--- src/rtl/nibble_add_seq.sv ---
`default_nettype none
// ----------------------------------------------------------------------------
// nibble_add_seq : wide add/subtract through one 4-bit slice, LSB nibble first
// Revision 1.0
// ----------------------------------------------------------------------------
module nibble_add_seq #(
  parameter int NIBBLES = 4
) (
  input  logic                   clk,
  input  logic                   rst,
  input  logic                   start_i,
  input  logic                   sub_i,
  input  logic [4*NIBBLES-1:0]   op_a_i,
  input  logic [4*NIBBLES-1:0]   op_b_i,
  output logic                   busy_o,
  output logic                   done_o,
  output logic [4*NIBBLES-1:0]   result_o,
  output logic                   cy_o,
  output logic                   ovf_o
);

  localparam int W    = 4 * NIBBLES;
  localparam int IDXW = $clog2(NIBBLES);
  localparam logic [IDXW-1:0] C_LAST_IDX = IDXW'(NIBBLES - 1);

  typedef enum logic [1:0] {
    S_IDLE = 2'd0,
    S_RUN  = 2'd1,
    S_DONE = 2'd2
  } state_t;

  state_t            state_q;
  logic [W-1:0]      a_q, b_q, work_q;
  logic              sub_q, carry_q;
  logic [IDXW-1:0]   idx_q;

  logic [3:0]        a_nib, b_nib;
  logic [4:0]        sum5;
  logic              c3;
  logic [W-1:0]      work_d;

  always_comb begin
    a_nib  = a_q[int'(idx_q)*4 +: 4];
    b_nib  = b_q[int'(idx_q)*4 +: 4] ^ {4{sub_q}};
    sum5   = {1'b0, a_nib} + {1'b0, b_nib} + {4'b0000, carry_q};
    // Carry into bit 3 recovered from the bit-3 sum and its two inputs.
    c3     = a_nib[3] ^ b_nib[3] ^ sum5[3];
    work_d = work_q;
    work_d[int'(idx_q)*4 +: 4] = sum5[3:0];
  end

  always_ff @(posedge clk) begin
    if (rst) begin
      state_q  <= S_IDLE;
      a_q      <= '0;
      b_q      <= '0;
      work_q   <= '0;
      sub_q    <= 1'b0;
      carry_q  <= 1'b0;
      idx_q    <= '0;
      busy_o   <= 1'b0;
      done_o   <= 1'b0;
      result_o <= '0;
      cy_o     <= 1'b0;
      ovf_o    <= 1'b0;
    end else begin
      case (state_q)
        S_IDLE, S_DONE: begin
          done_o <= 1'b0;
          if (start_i) begin
            a_q     <= op_a_i;
            b_q     <= op_b_i;
            sub_q   <= sub_i;
            carry_q <= sub_i;
            idx_q   <= '0;
            busy_o  <= 1'b1;
            state_q <= S_RUN;
          end else begin
            state_q <= S_IDLE;
          end
        end
        S_RUN: begin
          work_q  <= work_d;
          carry_q <= sum5[4];
          idx_q   <= idx_q + 1'b1;
          if (idx_q == C_LAST_IDX) begin
            // Outputs land on the same edge that enters DONE.
            result_o <= work_d;
            cy_o     <= sum5[4];
            ovf_o    <= c3 ^ sum5[4];
            busy_o   <= 1'b0;
            done_o   <= 1'b1;
            state_q  <= S_DONE;
          end
        end
        default: begin
          busy_o  <= 1'b0;
          done_o  <= 1'b0;
          state_q <= S_IDLE;
        end
      endcase
    end
  end

endmodule
`default_nettype wire

--- config.mk ---
export PLATFORM = sky130hd
export DESIGN_NAME = nibble_add_seq
export DESIGN_NICKNAME = d
export VERILOG_FILES = /design/src/rtl/nibble_add_seq.sv
export SDC_FILE = /design/constraint.sdc
export NUM_CORES = 1
export LEC_CHECK = 0
export CELL_PAD_IN_SITES_DETAIL_PLACEMENT = 1
export CELL_PAD_IN_SITES_GLOBAL_PLACEMENT = 2
export CORE_UTILIZATION = 32
export CTS_CLUSTER_SIZE = 28
export DETAILED_ROUTE_END_ITERATION = 8
export PLACE_DENSITY = 0.8
export SLEW_MARGIN = 10
export SYNTH_ARGS = -nofsm -noshare
export SYNTH_HDL_FRONTEND = slang
export SYNTH_SLANG_ARGS = --single-unit
--- constraint.sdc ---
create_clock -name clk -period 3.4 [get_ports clk]
set_input_delay 0.68 -clock clk [delete_from_list [all_inputs] [get_ports clk]]
set_output_delay 0.68 -clock clk [all_outputs]
set_load 0.01 [all_outputs]
==> results of run 1 <==
## placed cells by master, fill, tap and decap left out, types with 2 or more instances in the layout
master and instances:
a21oi_1 41, inv_1 9, clkdlybuf4s50_1 54, nand2b_1 6
o21bai_1 4, a22oi_1 9, dfxtp_1 74, o21ai_0 6
nor2_1 32, ha_1 9, clkbuf_8 10, clkinv_2 2
xnor2_1 2, xor2_1 5, fa_1 2, nor3_1 13
nor2b_1 2, nor3_2 2, mux4_2 8, nand3b_1 7
buf_4 9, a32oi_1 4, a211oi_1 9, a221oi_1 12
and2_1 2, bufinv_16 2, nand2_1 77
## routing by layer
layer	part of all wire, %	GRT usage, %
met5	0	0
met4	2.2	7.58
met3	3.3	4.20
met2	47	29.1
met1	47	21.9
## stage by stage
stage	utilization, %	instances	area [sq um]
floorplan	-	368	3260
global placement	39.9	539	3920
detailed placement	39.9	539	3920
CTS	42.2	555	4140
global route	42.2	555	4140
finish	42.2	555	4140
## critical path, cell delays in order, from the launching register on
cell     delay, ps
dfxtp_1        560
mux4_2         560
xnor2_1        200
fa_1           240
inv_1           60
fa_1           390
xor2_1         170
buf_4          160
and2_1         200
a22oi_1        170
nor2_1          60
## Yosys cell counts, drive strengths merged
cell type  number  area [sq um]
nand2          77           289
and2            2          12.5
a22oi           9          67.6
nand2b          6          37.5
o21bai          4          30.0
nor2b           3          18.8
a21o            1          7.51
o21ai           6          30.0
fa              2          40.0
nor4b           1          23.8
dfxtp          74          1480
clkbuf         18          67.6
nand3b          7          52.6
ha              9           113
inv            10          37.5
a31oi           1          6.26
xor2            5          43.8
mux4            8           180
nor4            1          21.3
xnor2           2          17.5
buf             8          47.5
nor3           15          85.1
a21oi          41           205
a32oi           4          35.0
nor2           32           120
a211oi         10          80.1
a221oi         12           105
## worst max-delay path by stage
| stage | from | end | slack [ps] |
|---|---|---|---|
| CTS | idx_q[0]$_SDFFE_PP0P_ | work_q[6]$_SDFFE_PP0P_ | 490 |
| floorplan | idx_q[0]$_SDFFE_PP0P_ | result_o[5]$_SDFFE_PP0P_ | 620 |
| finish | idx_q[0]$_SDFFE_PP0P_ | work_q[6]$_SDFFE_PP0P_ | 500 |
| global route | idx_q[0]$_SDFFE_PP0P_ | work_q[14]$_SDFFE_PP0P_ | 290 |
| detailed placement | idx_q[0]$_SDFFE_PP0P_ | work_q[6]$_SDFFE_PP0P_ | 490 |
| global placement | idx_q[0]$_SDFFE_PP0P_ | work_q[2]$_SDFFE_PP0P_ | 600 |
## power groups by stage
stage               combinational, mW  sequential, mW  clock (mW)
floorplan                       0.173           0.932           0
global placement                0.279           0.940           0
detailed placement              0.286           0.941           0
CTS                             0.286           0.921       0.782
global route                    0.311           0.925       0.820
finish                          0.282           0.920       0.762
## registers in the layout, indices dropped and copies added (netlist names), 2 cells and up
register  count
state_q       2
b_q          16
a_q          16
work_q       16
result_o     16
idx_q         2
## cell families (layout without fill, tap and decap cells)
logic type	after synthesis	count (layout)	synth area share, %
flip-flops	74	74	45.5
multiplexers	8	8	5.53
XOR/XNOR	7	7	1.88
AO/OA/AOI/OAI	88	88	17.4
AND/OR/NAND/NOR	144	144	20.3
adder cells (fa/ha/maj)	11	11	4.69
buffers and inverters	36	90	4.69
## cell type report
class | count | area, sq um | share of cell area (%)
flip-flops and latches | 74 | 1480 | 35.8
clock buffers | 11 | 141 | 3.41
well taps | 133 | 166 | 4.02
clock inverters | 5 | 77.6 | 1.87
inverters | 10 | 37.5 | 0.906
repair buffers | 64 | 613 | 14.8
multi-input cells | 258 | 1620 | 39.2
==> results.toml, run 1 <==
[outcome]
outcome = "complete, no violations"

[detailed_routing]
drc = 0
drt_first_pass_iters = 4
wirelength_microns = 8420
drt-initial-drc-count = 68
vias_per_cell = 5.03
drtAntennaViolNets = 0
wl_per_cell_microns = 15.2
vias = 2793

[critical_path]
r2r_end = "work_q[6]$_SDFFE_PP0P_"
reg2reg_slack_ps = 500
setup.worst_path.start_class = "flop"
crit_path_max_fanout = 6
critical_path_required_ps = 3630
endpoint_kind = "flop"
rr_worst_depth = 10
arrival_ps = 3130
r2r-start = "idx_q[0]$_SDFFE_PP0P_"
criticalPathCategory = "flop to flop"

[die]
die_w_microns = 103
die_y_microns = 103
rows = 36
initial_core_util_pct = 33.2
ios = 56
die-area_sq_um = 10600
coreArea_sq_um = 9820

[power]
leakagePower_nw = 1.53
power_frac_clock_pct = 38.8
power_frac_comb_pct = 14.3
p_total_mw = 1.96
p_int_mw = 1.45
p_per_area_nw_per_um2 = 474
switching_share_pct = 26.1
seq_power_share_pct = 46.9
power.switching_uw = 513
ir_worst_vdd_uv = 194

[clock_network]
cts_buffers = 9
hold_buffers = 0
cts_root_buf = "clkbuf_8"
h-tree-depth = 3
clkTransAtPathRegs_ps = 70
cts_tree = "yes"
clkLatencyLatePin_ps = 360
cts_buffer_depth = 2
cts_resized = 0
cts_sinks = 74
cts_setup_buffers = 0

[timing]
holdWs_ps = 456
timing.final.crit_period_ps = 2900
maxClockFrequency_ghz = 0.345
hold_viol = 0
slew_headroom_pct = 47.9
tightest_slew_ps = 781
maxSlewViolCount = 0
fin_crit_sh_pct = 85.3
rsz0062_at_grt = "false"
setup_viol = 0
setup_ws_ps = 498
setup_tns_ps = 0
skew_ps = 8.98

[synthesis]
ys.warnings.count = 0
ys_seq_elements = 74
synth_nets = 415
synth-seq-area-share_pct = 45.5
synth_cell_types = 33
syn_inst = 368
avgSynthCellArea_sq_um = 8.85
syn_area_sq_um = 3260

[place]
port_buffers = 55
dp_slack_ps = 489
hpwl_microns = 6000
gp_congestion = 0.766

[global_routing]
grt_first_pass_wirelength_microns = 13900
grt_max_degree = 44
grt_pass1_vias = 2781
antenna_found_initial = 0
grt_overflow = 0
gr-usage-all-layers_pct = 17.6

[layout]
insertedDiodeCount = 0
drive_gt1_share_pct = 9.48
fill_cells = 1201
nets = 464
area_growth_pct = 27.2

[flow_run]
maxCapViolCount = 0

[min_path]
hold_depth = 2
hold_path_startpoint = "a_q[5]$_SDFFE_PP0P_"
min_path_type = "flop to flop"
min_to = "a_q[5]$_SDFFE_PP0P_"
No activity file was read; power rests on OpenSTA's default activity.
==> inputs of run 2 (changes only) <==
- CORE_ASPECT_RATIO: not set -> 0.6
- SLEW_MARGIN: 10 -> not set
==> run 2 against run 1 <==
Net effect:
- via count up 1.3%
- setup slack improved by 34 ps
- core utilization increased by 1.1 points
- fmax increased by 1.2%
- hold slack got worse by 2.1 ps
- sequential power rose by 0.5%
- combinational power hardly changed
- final cell count is 0.36% higher
- sequential share of layout area fell by 1.1 points
- register-to-register slack improved by 30 ps
- critical path type unchanged
- highest routed layer unchanged
==> results.toml, run 2 (synthesis results as in run 1) <==
[outcome]
outcome = "complete, no violations"

[layout]
insertedDiodeCount = 0
final_common_cell = "nand2_1"
finalNonFillerCells = 557
area_growth_pct = 31.3
drive_gt1_share_pct = 9.72
final_cell_mix = "nand2_1, dfxtp_1, clkdlybuf4s50_1"
final_util_pct = 43.3
nets = 464
design_area_sq_um = 4270

[clock_network]
cts_tree = "yes"
h-tree-depth = 3
hold_buffers = 0
cts_buffer_depth = 2
clkLatencyLatePin_ps = 340
cts_root_buf = "clkbuf_16"
cts_setup_buffers = 0
cts_buffers = 9
clkTransAtPathRegs_ps = 60
cts_sinks = 74
cts_resized = 0

[critical_path]
crit_path_max_fanout = 6
critical_path_required_ps = 3670
cpPeakStageDelay_ps = 570
cp_num_buf_inv = 1
endpoint_kind = "flop"
critPathSlowestCell = "mux4_2"
cpMostUsedCell = "fa_1"
cp_cell_sequence = "mux4_2 > xnor2_1 > fa_1 > inv_1 > fa_1 > xor2_1 > and2_1 > a22oi_1 > nor2_1"
path_delay_family = "adder cells"
criticalPathCategory = "flop to flop"
setup.worst_path.start_class = "flop"
arrival_ps = 3140

[die]
die_y_microns = 80.1
die-area_sq_um = 10600
coreArea_sq_um = 9880
die_w_microns = 132
initial_core_util_pct = 33.0
rows = 28
ios = 56

[flow_run]
maxCapViolCount = 0

[timing]
setup_viol = 0
holdWs_ps = 453
fin_crit_sh_pct = 84.3
skew_ps = 6.93
setup_ws_ps = 533
maxSlewViolCount = 0
tightest_slew_ps = 797
maxClockFrequency_ghz = 0.349
slew_headroom_pct = 46.8
setup_tns_ps = 0
rsz0062_at_grt = "false"
hold_viol = 0
timing.final.crit_period_ps = 2870

[power]
p_total_mw = 2.29
p_int_mw = 1.74
power.switching_uw = 547
switching_share_pct = 23.9
leakagePower_nw = 1.60
power_frac_clock_pct = 47.4
power_frac_comb_pct = 12.2
seq_power_share_pct = 40.4
p_per_area_nw_per_um2 = 536
ir_worst_vdd_uv = 232

[place]
hpwl_microns = 6610
gp_congestion = 0.829
dp_slack_ps = 521
place_area_sq_um = 3930
placed_cells = 541
port_buffers = 55

[global_routing]
grt_overflow = 0
gr-usage-all-layers_pct = 18.7
grt_first_pass_wirelength_microns = 15000
antenna_found_initial = 1
grt_max_degree = 35
grt_pass1_vias = 2779

[detailed_routing]
drc = 0
vias_per_cell = 5.08
drtAntennaViolNets = 0
drt-initial-drc-count = 168
vias = 2828
wirelength_microns = 9120
wl_per_cell_microns = 16.4
drt_first_pass_iters = 4

[min_path]
min_path_type = "flop to flop"
[run 2: layer usage]
metal	GRT usage [%]	share of wire, %	vias to the layer above
met5	0	0	-
li1	-	-	1385
met1	26.7	52	1355
met4	5.17	0.72	0
met2	26.8	40	82
met3	5.81	7.0	6
[run 2: power groups by stage]
stage	Clock, mW	Sequential, mW	Combinational, mW
after floorplan	0	0.932	0.173
after global placement	0	0.944	0.275
after detailed placement	0	0.944	0.280
after CTS	1.11	0.925	0.283
after global routing	1.15	0.929	0.309
final	1.08	0.925	0.279
[run 2: tightest hold or removal path: cells and delay by family (launching register included)]
family          cells  cell delay [ps]
compound gates      1               50
flops               1              300
simple gates        1               50
[run 2: area by class of cell]
cell class / instances / area, sq um
clock buffer: 13 / 280
clock inverter: 3 / 68.8
fill: 1143 / 5610
inverter: 10 / 37.5
multi-input combinational: 258 / 1620
sequential: 74 / 1480
tap: 135 / 169
timing repair buffer: 64 / 613
[run 2: path summary, 6_finish.rpt]
kind                    startpoint                      to  slack [ps]  cells after the start
max          idx_q[0]$_SDFFE_PP0P_  work_q[6]$_SDFFE_PP0P_         530                      9
min            a_q[6]$_SDFFE_PP0P_     a_q[6]$_SDFFE_PP0P_         450                      2
max reg2reg  idx_q[0]$_SDFFE_PP0P_  work_q[6]$_SDFFE_PP0P_         530                      9
min reg2reg    a_q[6]$_SDFFE_PP0P_     a_q[6]$_SDFFE_PP0P_         450                      2
==> inputs of run 3 (changes only) <==
- CORE_UTILIZATION: 32 -> 28
- PLACE_DENSITY: 0.8 -> 0.74
- clock period: 3.4 -> 2.4 ns (I/O delays scaled with it)
==> run 3 against run 2 <==
Net effect:
- critical path type unchanged
- via count about the same
- die area up 14%
- final cell count up 7.5%
- critical path depth down 2
- wire length up 5.1%
- the run now ends with negative setup slack left
- hold slack better by 0.57 ps
==> results.toml, run 3 (synthesis results as in run 1) <==
[global_routing]
busiest_layer = "met1"
grt_max_degree = 39
grt_first_pass_wirelength_microns = 15700
grt_overflow = 0
gr-usage-met1_pct = 25.8
grtUsageMet3_pct = 4.36
grt_pass1_vias = 2902
gr-usage-all-layers_pct = 17.2
use_met2_pct = 24.4
antenna_found_initial = 0

[power]
p_per_area_nw_per_um2 = 708
leakagePower_nw = 1.73
ir_worst_vdd_uv = 335

[timing]
setup_tns_ps = -2430
maxSlewViolCount = 0
tightest_slew_ps = 693
setup_viol = 27
skew_ps = 6.66
fin_crit_sh_pct = 107
timing.final.crit_period_ps = 2560
maxClockFrequency_ghz = 0.390
setup_ws_ps = -164
hold_viol = 0
rsz0062_at_grt = "true"
slew_headroom_pct = 53.8

[place]
gp_congestion = 0.771
hpwl_microns = 7010
port_buffers = 55
place_area_sq_um = 4150

[min_path]
hold_depth = 2
min_path_type = "flop to flop"

[critical_path]
rr_worst_depth = 7
critPathSlowestCell = "fa_2"
path_delay_family = "adder cells"
cp_cell_sequence = "mux4_2 > xnor2_2 > fa_2 > inv_2 > fa_2 > a221oi_2 > nor3_1"
cpMostUsedCell = "fa_2"
cpPeakStageDelay_ps = 540
cp_num_buf_inv = 1
endpoint_kind = "flop"
criticalPathCategory = "flop to flop"
critical_path_required_ps = 2580
setup.worst_path.start_class = "flop"
crit_path_max_fanout = 8
arrival_ps = 2740
crit_cells = 7

[clock_network]
h-tree-depth = 3
cts_tree = "yes"
clkTransAtPathRegs_ps = 60
cts_root_buf = "clkbuf_16"
clkLatencyLatePin_ps = 330
hold_buffers = 0
cts_buffer_depth = 2
cts_buffers = 9
cts_sinks = 74

[detailed_routing]
wl_per_cell_microns = 16.0
drt_first_pass_iters = 5
drtAntennaViolNets = 0
wirelength_microns = 9590
drc = 0
vias_per_cell = 4.72
vias = 2827
drt-initial-drc-count = 161

[die]
die_y_microns = 85.5
rows = 30
ios = 56
die-area_sq_um = 12100
coreArea_sq_um = 11300
initial_core_util_pct = 28.8
die_w_microns = 141

[layout]
area_growth_pct = 42.2
insertedDiodeCount = 0
drive_gt1_share_pct = 20.3
design_area_sq_um = 4630
nets = 481
final_cell_mix = "nand2_1, dfxtp_1, clkdlybuf4s50_1"
final_common_cell = "nand2_1"
fill_cells = 1301

[outcome]
outcome = "finished with violations"
failed_checks = "negative setup slack"

[flow_run]
maxCapViolCount = 0
-- run 3: changes by cell type in the layout (fill, tap and decap cells not counted), sizes merged --
cell	previous run	this run
buf	10	27
clkbuf	13	10
clkinvlp	0	2
inv	10	11
-- run 3: tightest hold or removal path, delay by kind of cell, from the launching register on --
kind            cells  cell delay [ps]
flops               1              310
simple gates        1               50
compound gates      1               50
-- run 3: through the flow --
stage / setup WS, ps / hold WS, ps / cells / total power, mW / utilization (%)
3_5_place_dp: -199 / 447 / 579 / 1.78 / 36.8
4_1_cts: -167 / 456 / 596 / 3.27 / 40.0
2_1_floorplan: -175 / 433 / 368 / 1.60 / -
5_1_grt: -272 / 468 / 599 / 3.42 / 41.0
3_3_place_gp: -94.6 / 448 / 579 / 1.77 / 36.8
6_report: -164 / 454 / 599 / 3.28 / 41.0
-- run 3: layout make-up --
class / count / area [sq um] / share of cell area (%)
clock buffers: 10 / 239 / 5.16
repair buffers: 81 / 764 / 16.5
flip-flops and latches: 74 / 1490 / 32.1
clock inverters: 6 / 88.8 / 1.92
well taps: 160 / 200 / 4.33
multi-input cells: 258 / 1810 / 39.2
inverters: 10 / 37.5 / 0.811
-- run 3: worst paths after layout --
kind / startpoint / to / slack (ps)
setup / recovery: idx_q[0]$_SDFFE_PP0P_ / result_o[5]$_SDFFE_PP0P_ / -160
hold / removal: b_q[11]$_SDFFE_PP0P_ / b_q[11]$_SDFFE_PP0P_ / 450
setup reg to reg: idx_q[0]$_SDFFE_PP0P_ / result_o[5]$_SDFFE_PP0P_ / -160
hold reg to reg: b_q[11]$_SDFFE_PP0P_ / b_q[11]$_SDFFE_PP0P_ / 450
-- run 3: repair_timing --
| item | in CTS | in global routing |
|---|---|---|
| gates resized for setup | 4 | 19 |
| buffers inserted | 1 | 3 |
| endpoints found under the setup margin | 27 | 28 |
| pin swaps | 12 | 10 |
-- run 3: metal layers --
layer / part of all wire [%] / vias up
li1: - / 1404
met1: 54 / 1359
met2: 40 / 55
met3: 4.6 / 9
met4: 0.83 / 0
met5: 0 / -
-- run 3: power breakdown --
group | switching (mW) | internal (mW) | total [mW]
Combinational | 0.275 | 0.229 | 0.504
Sequential | 0.0334 | 1.27 | 1.31
Clock | 0.525 | 0.940 | 1.46
Total | 0.833 | 2.44 | 3.28
